`src/rtl/barcode_pkg.sv`:
```
// Shared definitions for the parametrised barcode station-ID receiver.
package barcode_pkg;

  typedef enum logic [2:0] {
    IDLE      = 3'd0,
    START     = 3'd1,
    WAIT_FALL = 3'd2,
    DELAY     = 3'd3,
    WAIT_RISE = 3'd4,
    DONE      = 3'd5,
    ABORT     = 3'd6,
    WAIT_IDLE = 3'd7
  } bc_state_e;

  localparam int unsigned DEF_ID_W     = 32'd8;
  localparam int unsigned DEF_CHK_W    = 32'd2;
  localparam int unsigned DEF_TMR_W    = 32'd22;
  localparam int unsigned DEF_MIN_HALF = 32'd16;
  localparam int unsigned DEF_TO_SHIFT = 32'd3;

endpackage

```
`src/rtl/bc_sync.sv`:
```
// Negedge two-flop synchroniser for the asynchronous IR sensor line.
module bc_sync (
  input  logic clk,
  input  logic rst_n,
  input  logic d,
  output logic q
);

  logic meta_r;
  logic sync_r;

  // Two negedge stages; preset high so reset looks like an idle line
  always_ff @(negedge clk or negedge rst_n) begin
    if (!rst_n) begin
      meta_r <= 1'b1;
      sync_r <= 1'b1;
    end else begin
      meta_r <= d;
      sync_r <= meta_r;
    end
  end

  assign q = sync_r;

endmodule

```
`src/rtl/barcode_rx_param.sv`:
```
// Pulse-width barcode receiver: measures the start bit, samples each data bit
// one half-period after its falling edge, and hands a checked ID to the core.
module barcode_rx_param
  import barcode_pkg::*;
#(
  parameter int unsigned ID_W     = DEF_ID_W,
  parameter int unsigned CHK_W    = DEF_CHK_W,
  parameter int unsigned TMR_W    = DEF_TMR_W,
  parameter int unsigned MIN_HALF = DEF_MIN_HALF,
  parameter int unsigned TO_SHIFT = DEF_TO_SHIFT
) (
  input  logic            clk,
  input  logic            rst_n,
  input  logic            BC,
  input  logic            clr_ID_vld,
  output logic [ID_W-1:0] ID,
  output logic            ID_vld,
  output logic            ID_err,
  output logic            overrun,
  output logic            busy
);

  localparam int unsigned LIM_W = TMR_W + TO_SHIFT;
  localparam int unsigned CNT_W = $clog2(ID_W);
  localparam logic [CNT_W-1:0] LAST_BIT = CNT_W'(ID_W - 1);

  bc_state_e        state_r;
  logic             bc_s;
  logic [TMR_W-1:0] half_r;
  logic [TMR_W-1:0] timer_r;
  logic [TMR_W-1:0] wdog_r;
  logic [CNT_W-1:0] bit_cnt_r;
  logic [ID_W-1:0]  shreg_r;
  logic [LIM_W-1:0] limit_s;
  logic             wdog_exp_s;
  logic             id_legal_s;

  bc_sync u_sync (
    .clk   (clk),
    .rst_n (rst_n),
    .d     (BC),
    .q     (bc_s)
  );

  // Watchdog limit is widened before the shift so it can never be truncated;
  // a saturated watchdog also counts as expired so it cannot wrap
  always_comb begin
    limit_s    = LIM_W'(half_r) << TO_SHIFT;
    wdog_exp_s = (LIM_W'(wdog_r) > limit_s) || (wdog_r == '1);
    id_legal_s = (CHK_W == 32'd0) ? 1'b1 : ((shreg_r >> (ID_W - CHK_W)) == '0);
  end

  // Frame FSM with counters and registered handshake outputs; flag sets are
  // written after the clear so a same-cycle set overrides it
  always_ff @(posedge clk or negedge rst_n) begin
    if (!rst_n) begin
      state_r   <= IDLE;
      half_r    <= '0;
      timer_r   <= '0;
      wdog_r    <= '0;
      bit_cnt_r <= '0;
      shreg_r   <= '0;
      ID        <= '0;
      ID_vld    <= 1'b0;
      ID_err    <= 1'b0;
      overrun   <= 1'b0;
      busy      <= 1'b0;
    end else begin
      if (clr_ID_vld) begin
        ID_vld  <= 1'b0;
        ID_err  <= 1'b0;
        overrun <= 1'b0;
      end
      case (state_r)
        IDLE: begin
          if (!bc_s) begin
            state_r <= START;
            half_r  <= TMR_W'(1);
            busy    <= 1'b1;
          end
        end
        START: begin
          if (!bc_s) begin
            if (half_r == '1) state_r <= ABORT;
            else              half_r  <= half_r + TMR_W'(1);
          end else if (half_r < TMR_W'(MIN_HALF)) begin
            state_r <= IDLE;
            half_r  <= '0;
            busy    <= 1'b0;
          end else begin
            state_r <= WAIT_FALL;
            wdog_r  <= '0;
          end
        end
        WAIT_FALL: begin
          if (!bc_s) begin
            state_r <= DELAY;
            timer_r <= TMR_W'(1);
          end else if (wdog_exp_s) begin
            state_r <= ABORT;
          end else begin
            wdog_r <= wdog_r + TMR_W'(1);
          end
        end
        DELAY: begin
          if (timer_r < half_r) begin
            timer_r <= timer_r + TMR_W'(1);
          end else begin
            shreg_r <= {shreg_r[ID_W-2:0], bc_s};
            timer_r <= '0;
            if (bit_cnt_r == LAST_BIT) begin
              state_r <= DONE;
            end else begin
              bit_cnt_r <= bit_cnt_r + CNT_W'(1);
              state_r   <= WAIT_RISE;
              wdog_r    <= '0;
            end
          end
        end
        WAIT_RISE: begin
          if (bc_s) begin
            state_r <= WAIT_FALL;
            wdog_r  <= '0;
          end else if (wdog_exp_s) begin
            state_r <= ABORT;
          end else begin
            wdog_r <= wdog_r + TMR_W'(1);
          end
        end
        DONE: begin
          if (id_legal_s) begin
            ID     <= shreg_r;
            ID_vld <= 1'b1;
            if (ID_vld) overrun <= 1'b1;
          end else begin
            ID_err <= 1'b1;
          end
          state_r <= WAIT_IDLE;
        end
        ABORT: begin
          ID_err  <= 1'b1;
          state_r <= WAIT_IDLE;
        end
        WAIT_IDLE: begin
          half_r    <= '0;
          bit_cnt_r <= '0;
          timer_r   <= '0;
          wdog_r    <= '0;
          if (bc_s) begin
            state_r <= IDLE;
            busy    <= 1'b0;
          end
        end
        default: begin
          state_r <= IDLE;
          busy    <= 1'b0;
        end
      endcase
    end
  end

endmodule

```
`config.mk`:
```
export PLATFORM = sky130hd
export DESIGN_NAME = barcode_rx_param
export DESIGN_NICKNAME = d
export VERILOG_FILES = /design/src/rtl/barcode_pkg.sv /design/src/rtl/bc_sync.sv /design/src/rtl/barcode_rx_param.sv
export SDC_FILE = /design/constraint.sdc
export NUM_CORES = 1
export LEC_CHECK = 0
export BUFFER_PORTS_ARGS = -buffer_cell sky130_fd_sc_hd__buf_2
export CORE_MARGIN = 2
export CORE_UTILIZATION = 68
export DETAILED_ROUTE_END_ITERATION = 10
export PLACE_DENSITY = 0.83
export SETUP_SLACK_MARGIN = 0.02
export SKIP_CTS_REPAIR_TIMING = 1
export SKIP_LAST_GASP = 1
export SLEW_MARGIN = 10
export SYNTH_ARGS = -nofsm -noshare
export SYNTH_HDL_FRONTEND = slang
export SYNTH_HIERARCHICAL = 1
export SYNTH_SLANG_ARGS = --single-unit
```
`constraint.sdc`:
```
create_clock -name clk -period 3.8 [get_ports clk]
set_input_delay 0.76 -clock clk [delete_from_list [all_inputs] [get_ports clk]]
set_output_delay 0.76 -clock clk [all_outputs]
set_load 0.02 [all_outputs]
```
# After elaboration in Yosys (flattened, before gate mapping)
# Index checks and enable logic that the tools add are counted.
[totals] reg_bits=94 latchBits=0 ram_bits=0 romBits=0 inputBits=4 out_inout_bits=12 wordCells=103 n_memories=0
[op_classes] n_addsub=4 mul=0 div=0 magnitude_cmp=3 n_eq_ne=22 shifts=0 mux=44 bitwise=1 n_reduce_logical=16
[op_table] cell="$mux W22" count=12
[op_table] cell="$pmux W22 S3" count=2
[op_table] cell="$pmux W22 S5" count=1
[op_table] cell="$add A22 B1 Y22 const B" count=3
[op_table] cell="$eq A22 B22 Y1 const B" count=2
[op_table] cell="$mux W3" count=10
[op_table] cell="$gt A22 B25 Y1" count=1
[op_table] cell="$lt A22 B22 Y1" count=1
[op_table] cell="$lt A22 B5 Y1 const B" count=1
[op_table] cell="$pmux W3 S7" count=1
[op_table] cell="$eq A3 B3 Y1 const B" count=5
[op_table] cell="$mux W1" count=14
[op_table] cell="$ne A2 B2 Y1 const B" count=6
[op_table] cell="$logic_not A8 Y1" count=1
[op_table] cell="$reduce_and A4 Y1" count=2
[op_table] cell="$eq A3 B2 Y1 const B" count=2
[op_table] cell="$ne A2 B1 Y1 const B" count=3
[op_table] cell="$ne A3 B2 Y1 const B" count=2
[op_table] cell="$pmux W3 S2" count=1
[op_table] cell="$reduce_and A2 Y1" count=3
[op_table] cell="$reduce_and A6 Y1" count=1
[op_table] cell="$reduce_bool A3 Y1" count=2
[op_table] cell="$reduce_and A5 Y1" count=1
[op_table] cell="$reduce_bool A5 Y1" count=1
[op_table] cell="other kinds (12)" count=12

# Depth between registers and ports, before layout
[logic_depth] word_depth=5 depth_mapped=11 mapped_depth_nobuf=9

# By module
# Netlist, hierarchy kept.
[by_module_without_submodules] mod="barcode_rx_param" n_inst=1 cells_each=641 area_each_um2=5829.3
[by_module_without_submodules] mod="bc_sync" n_inst=1 cells_each=3 area_each_um2=56.3

==> summary by stage <==
Job
The max-capacitance violation count is 0.

Timing
In the final timing run, aggregate negative setup slack is -4.83 ns. The final hold violation count is 0. For the pin with the worst max-slew slack, the measured transition is ~1.2 ns. Setup slack on the critical path of the routed design comes to -0.323 ns.

Setup repair after global routing could not meet its margin everywhere. The count of final max-slew check failures is 0. Setup violations remaining at the end of the flow were counted as 42. Headroom to the max-slew limit came out at 20.1%. The final worst clock skew is 0.0411 ns.

Setup path
The signal on the critical path passes through inv_4 > nor2_4 > a211oi_2 > a211oi_4 > nand2_4 > buf_4 > nor4_1 > o22a_1. On the critical path, the stage with the largest delay is an instance of sky130_fd_sc_hd__dfstp_2. The kind of cell adding the most delay to the critical path is simple AND/OR/NAND/NOR gates. The number of buffer and inverter stages on the critical path is 2. The worst register-to-register path has a depth of 8. The critical path runs through a total of 8 cells.

The critical path is of the flip-flop to flip-flop type. The capture instance of the worst register-to-register path is wdog_r[4]. The launching element type of the critical path is a flip-flop. For this run, the slowest stage of the critical path takes 0.55 ns. The worst register-to-register path has a setup slack of -0.32 ns. STA puts the critical path data arrival time at 4.43 ns. The capturing element type of the critical path is a flip-flop. The launching point of the worst reg2reg path is u_sync/q. The maximum fanout along the worst path is 15.

Data on the critical path is required at its endpoint by 4.11 ns.

Logic synthesis
The post-synthesis register bit count is 94. The share of the yosys chip area belonging to registers is around two fifths. The fraction of post-synthesis cell area in the top cell type by area is 39.1%. The number of flops mapped to enable cells by yosys is 0. The most instantiated flip-flop cell in the synthesis netlist is sky130_fd_sc_hd__dfrtp_1. The number of nets in the synthesized netlist is 694. The largest total area in the synthesized netlist belongs to sky130_fd_sc_hd__dfrtp_1. The cell count after synthesis came out at 644. After synthesis the cells add up to about 6000 um^2. During synthesis, Yosys emitted a total of 6 warnings. The average instance in the mapped netlist occupies 9.14 um^2. After synthesis, the share of flip-flops with an asynchronous set or reset is 100%.

The count of different cell masters after synthesis is between 50 and 60. By area the synthesized netlist is led by sky130_fd_sc_hd__dfrtp_1, sky130_fd_sc_hd__ha_1, sky130_fd_sc_hd__nor2_1.

Clock tree
The number of buffers created by CTS is 9. The worst-case clock buffer depth is 2. The clock insertion delay at the later pin of the skew report is 0.41 ns.

The post-CTS clock slew at the launch and capture registers of the worst setup and hold paths is 0.11 ns. In this run the clock root is driven by a sky130_fd_sc_hd__clkbuf_8. TritonCTS built the clock tree. The maximum level of the CTS H-tree is 3.

The clock net in this run drives a total of 94 sinks.

Global routing
Across every metal layer, demand over resource in global routing totals 30.7%. Summed over all layers, the global routing overflow is 0. The via count of the first global-routing pass is 4,932. The first global-routing pass estimated 23.5 mm of wire.

The maximum number of pins on one net before global-route repair is 59. The number of antenna violations at the first check in global routing is 0.

Final layout
The post-route netlist has 16.2% of its cells at a drive strength greater than 1. The most common library cell in the layout ignoring fill and taps is sky130_fd_sc_hd__dfrtp_1. The non-filler instance count after layout is 786. With fillers left out, the area of the finished cells amounts to 6560 um^2. The end-of-flow core utilization is 79.0%.

After the last flow step, the layout net total stands at 726. In the layout the commonest cells are sky130_fd_sc_hd__dfrtp_1, sky130_fd_sc_hd__nor2_1, sky130_fd_sc_hd__ha_1. From synthesis to final layout, the design area changed by 11.5%.

The repair_antennas step left the layout with diodes totalling 0.

Die
The die area is 9420 um^2. Measured along the x axis, the die boundary spans 97.0 um. The placeable core region is 8300 um^2.

Once the floorplan was initialized, standard cells occupied 70.9% of the core. For this design the top-level I/O count stands at 16. In this run the vertical extent of the chip is 97.0 um. The floorplan row count is 33.

Power and ir drop
The leakage power of the design is between 2 and 3 nW. VDD sags by at most 531 uV. The power per unit of standard cell area is 578 nW/um^2.

Routing
In this run, the number of DRC markers left after iteration 0 of detailed routing was ~500. The detailed-router iteration count before antenna repair is 6. The DRC violations left is 0. The post-route antenna net violation count is 0. The final routed wire length divided by cell count is 18.7 um.

The routed layout has 5,260 vias. The routed design has ~15 mm of wire. Dividing the detail-routed via count by the number of cells gives 6.69.

Place
Once placement finished, the instance area stood at 6180 um^2. The post-detailed-placement half-perimeter wirelength is 10.2 mm. The number of I/O port buffers is 15. After detailed placement, the design holds a cell count of 762. The congestion estimate from routability-driven global placement came to 0.914.

Hold path
The class of the tightest hold or removal check is input port to async pin.

Run status
The final reports fail on negative setup slack. The flow ran to the end, but the final reports show violations.
## layer usage
| metal | wire (um) | share of wire, % | vias to the layer above | global-route usage (%) |
|---|---|---|---|---|
| met1 | 6180 | 42 | 2545 | 41.0 |
| met2 | 7120 | 48 | 253 | 51.3 |
| met5 | 0 | 0 | - | 2.20 |
| met3 | 952 | 6.5 | 48 | 3.40 |
| met4 | 456 | 3.1 | 0 | 11.8 |
| li1 | - | - | 2414 | - |
## worst max-delay path by stage
| stage | from | endpoint | slack, ns |
|---|---|---|---|
| after floorplan | u_sync/q | wdog_r[16] | 0.01 |
| after global placement | u_sync/q | half_r[16] | -0.07 |
| after detailed placement | u_sync/q | wdog_r[9] | -0.17 |
| after CTS | u_sync/q | wdog_r[9] | -0.19 |
| after global routing | u_sync/q | wdog_r[4] | -0.40 |
| final | u_sync/q | wdog_r[4] | -0.32 |
## cells in the mapped netlist (4+ instances only)
cell type / number
sky130_fd_sc_hd__dfrtp_1: 92
sky130_fd_sc_hd__nor2_1: 61
sky130_fd_sc_hd__ha_1: 46
sky130_fd_sc_hd__nand2_1: 41
sky130_fd_sc_hd__nand3_1: 39
sky130_fd_sc_hd__a21oi_1: 37
sky130_fd_sc_hd__inv_1: 37
sky130_fd_sc_hd__o21ai_0: 37
sky130_fd_sc_hd__nand4_1: 29
sky130_fd_sc_hd__xnor2_1: 24
sky130_fd_sc_hd__clkbuf_1: 18
sky130_fd_sc_hd__and3_1: 17
sky130_fd_sc_hd__mux2_2: 14
sky130_fd_sc_hd__nor3_1: 11
sky130_fd_sc_hd__nor4_1: 11
sky130_fd_sc_hd__o31ai_1: 9
sky130_fd_sc_hd__or4_1: 9
sky130_fd_sc_hd__xor2_1: 9
sky130_fd_sc_hd__a211oi_1: 7
sky130_fd_sc_hd__mux2i_1: 7
sky130_fd_sc_hd__and2_1: 5
sky130_fd_sc_hd__buf_2: 5
sky130_fd_sc_hd__o22a_1: 5
sky130_fd_sc_hd__o22ai_1: 5
sky130_fd_sc_hd__or3_1: 5
sky130_fd_sc_hd__nand2b_1: 4
sky130_fd_sc_hd__nor2b_1: 4
sky130_fd_sc_hd__o211ai_1: 4
sky130_fd_sc_hd__o21a_1: 4
sky130_fd_sc_hd__o31a_1: 4
## cells by family (layout without fill, tap and decap cells)
family | count (synthesis) | in the layout | synth area share, %
AOI/OAI and AO/OA | 134 | 134 | 14.3
xor gates and xnor gates | 33 | 33 | 4.91
adders and majority gates | 46 | 46 | 9.78
buffers and inverters | 66 | 103 | 4.76
DFF | 94 | 94 | 40.0
muxes | 21 | 21 | 3.87
and+or+nand+nor | 250 | 250 | 22.3
## metrics by stage
step	total power [mW]	setup WS [ns]	hold WS, ns
after detailed placement	2.84	-0.165	0.357
after CTS	3.51	-0.190	0.231
final	3.79	-0.323	0.230
after global routing	4.00	-0.397	0.233
after floorplan	2.43	0.0142	0.345
after global placement	2.76	-0.0695	0.353
## report_power, final
part | internal, mW | switching (mW)
logic | 0.702 | 1.11
registers | 1.14 | 0.159
clock network | 0.263 | 0.420
## final cells by class
type | instances | area (um^2)
clock inverter | 9 | 85.1
tap | 105 | 131
multi-input combinational | 484 | 3360
timing repair buffer | 48 | 365
clock buffer | 9 | 124
fill | 529 | 1740
sequential | 94 | 2350
inverter | 37 | 141
## state kept, by name, summed over array words and instances (netlist names)
register and cells:
half_r 22, wdog_r 22, overrun 1, shreg_r 8, ID_err 1, bit_cnt_r 3
state_r 3, u_sync/q 1, timer_r 22, ID_vld 1, busy 1, ID 8
u_sync/meta_r 1
No activity file was read; power rests on OpenSTA's default activity.
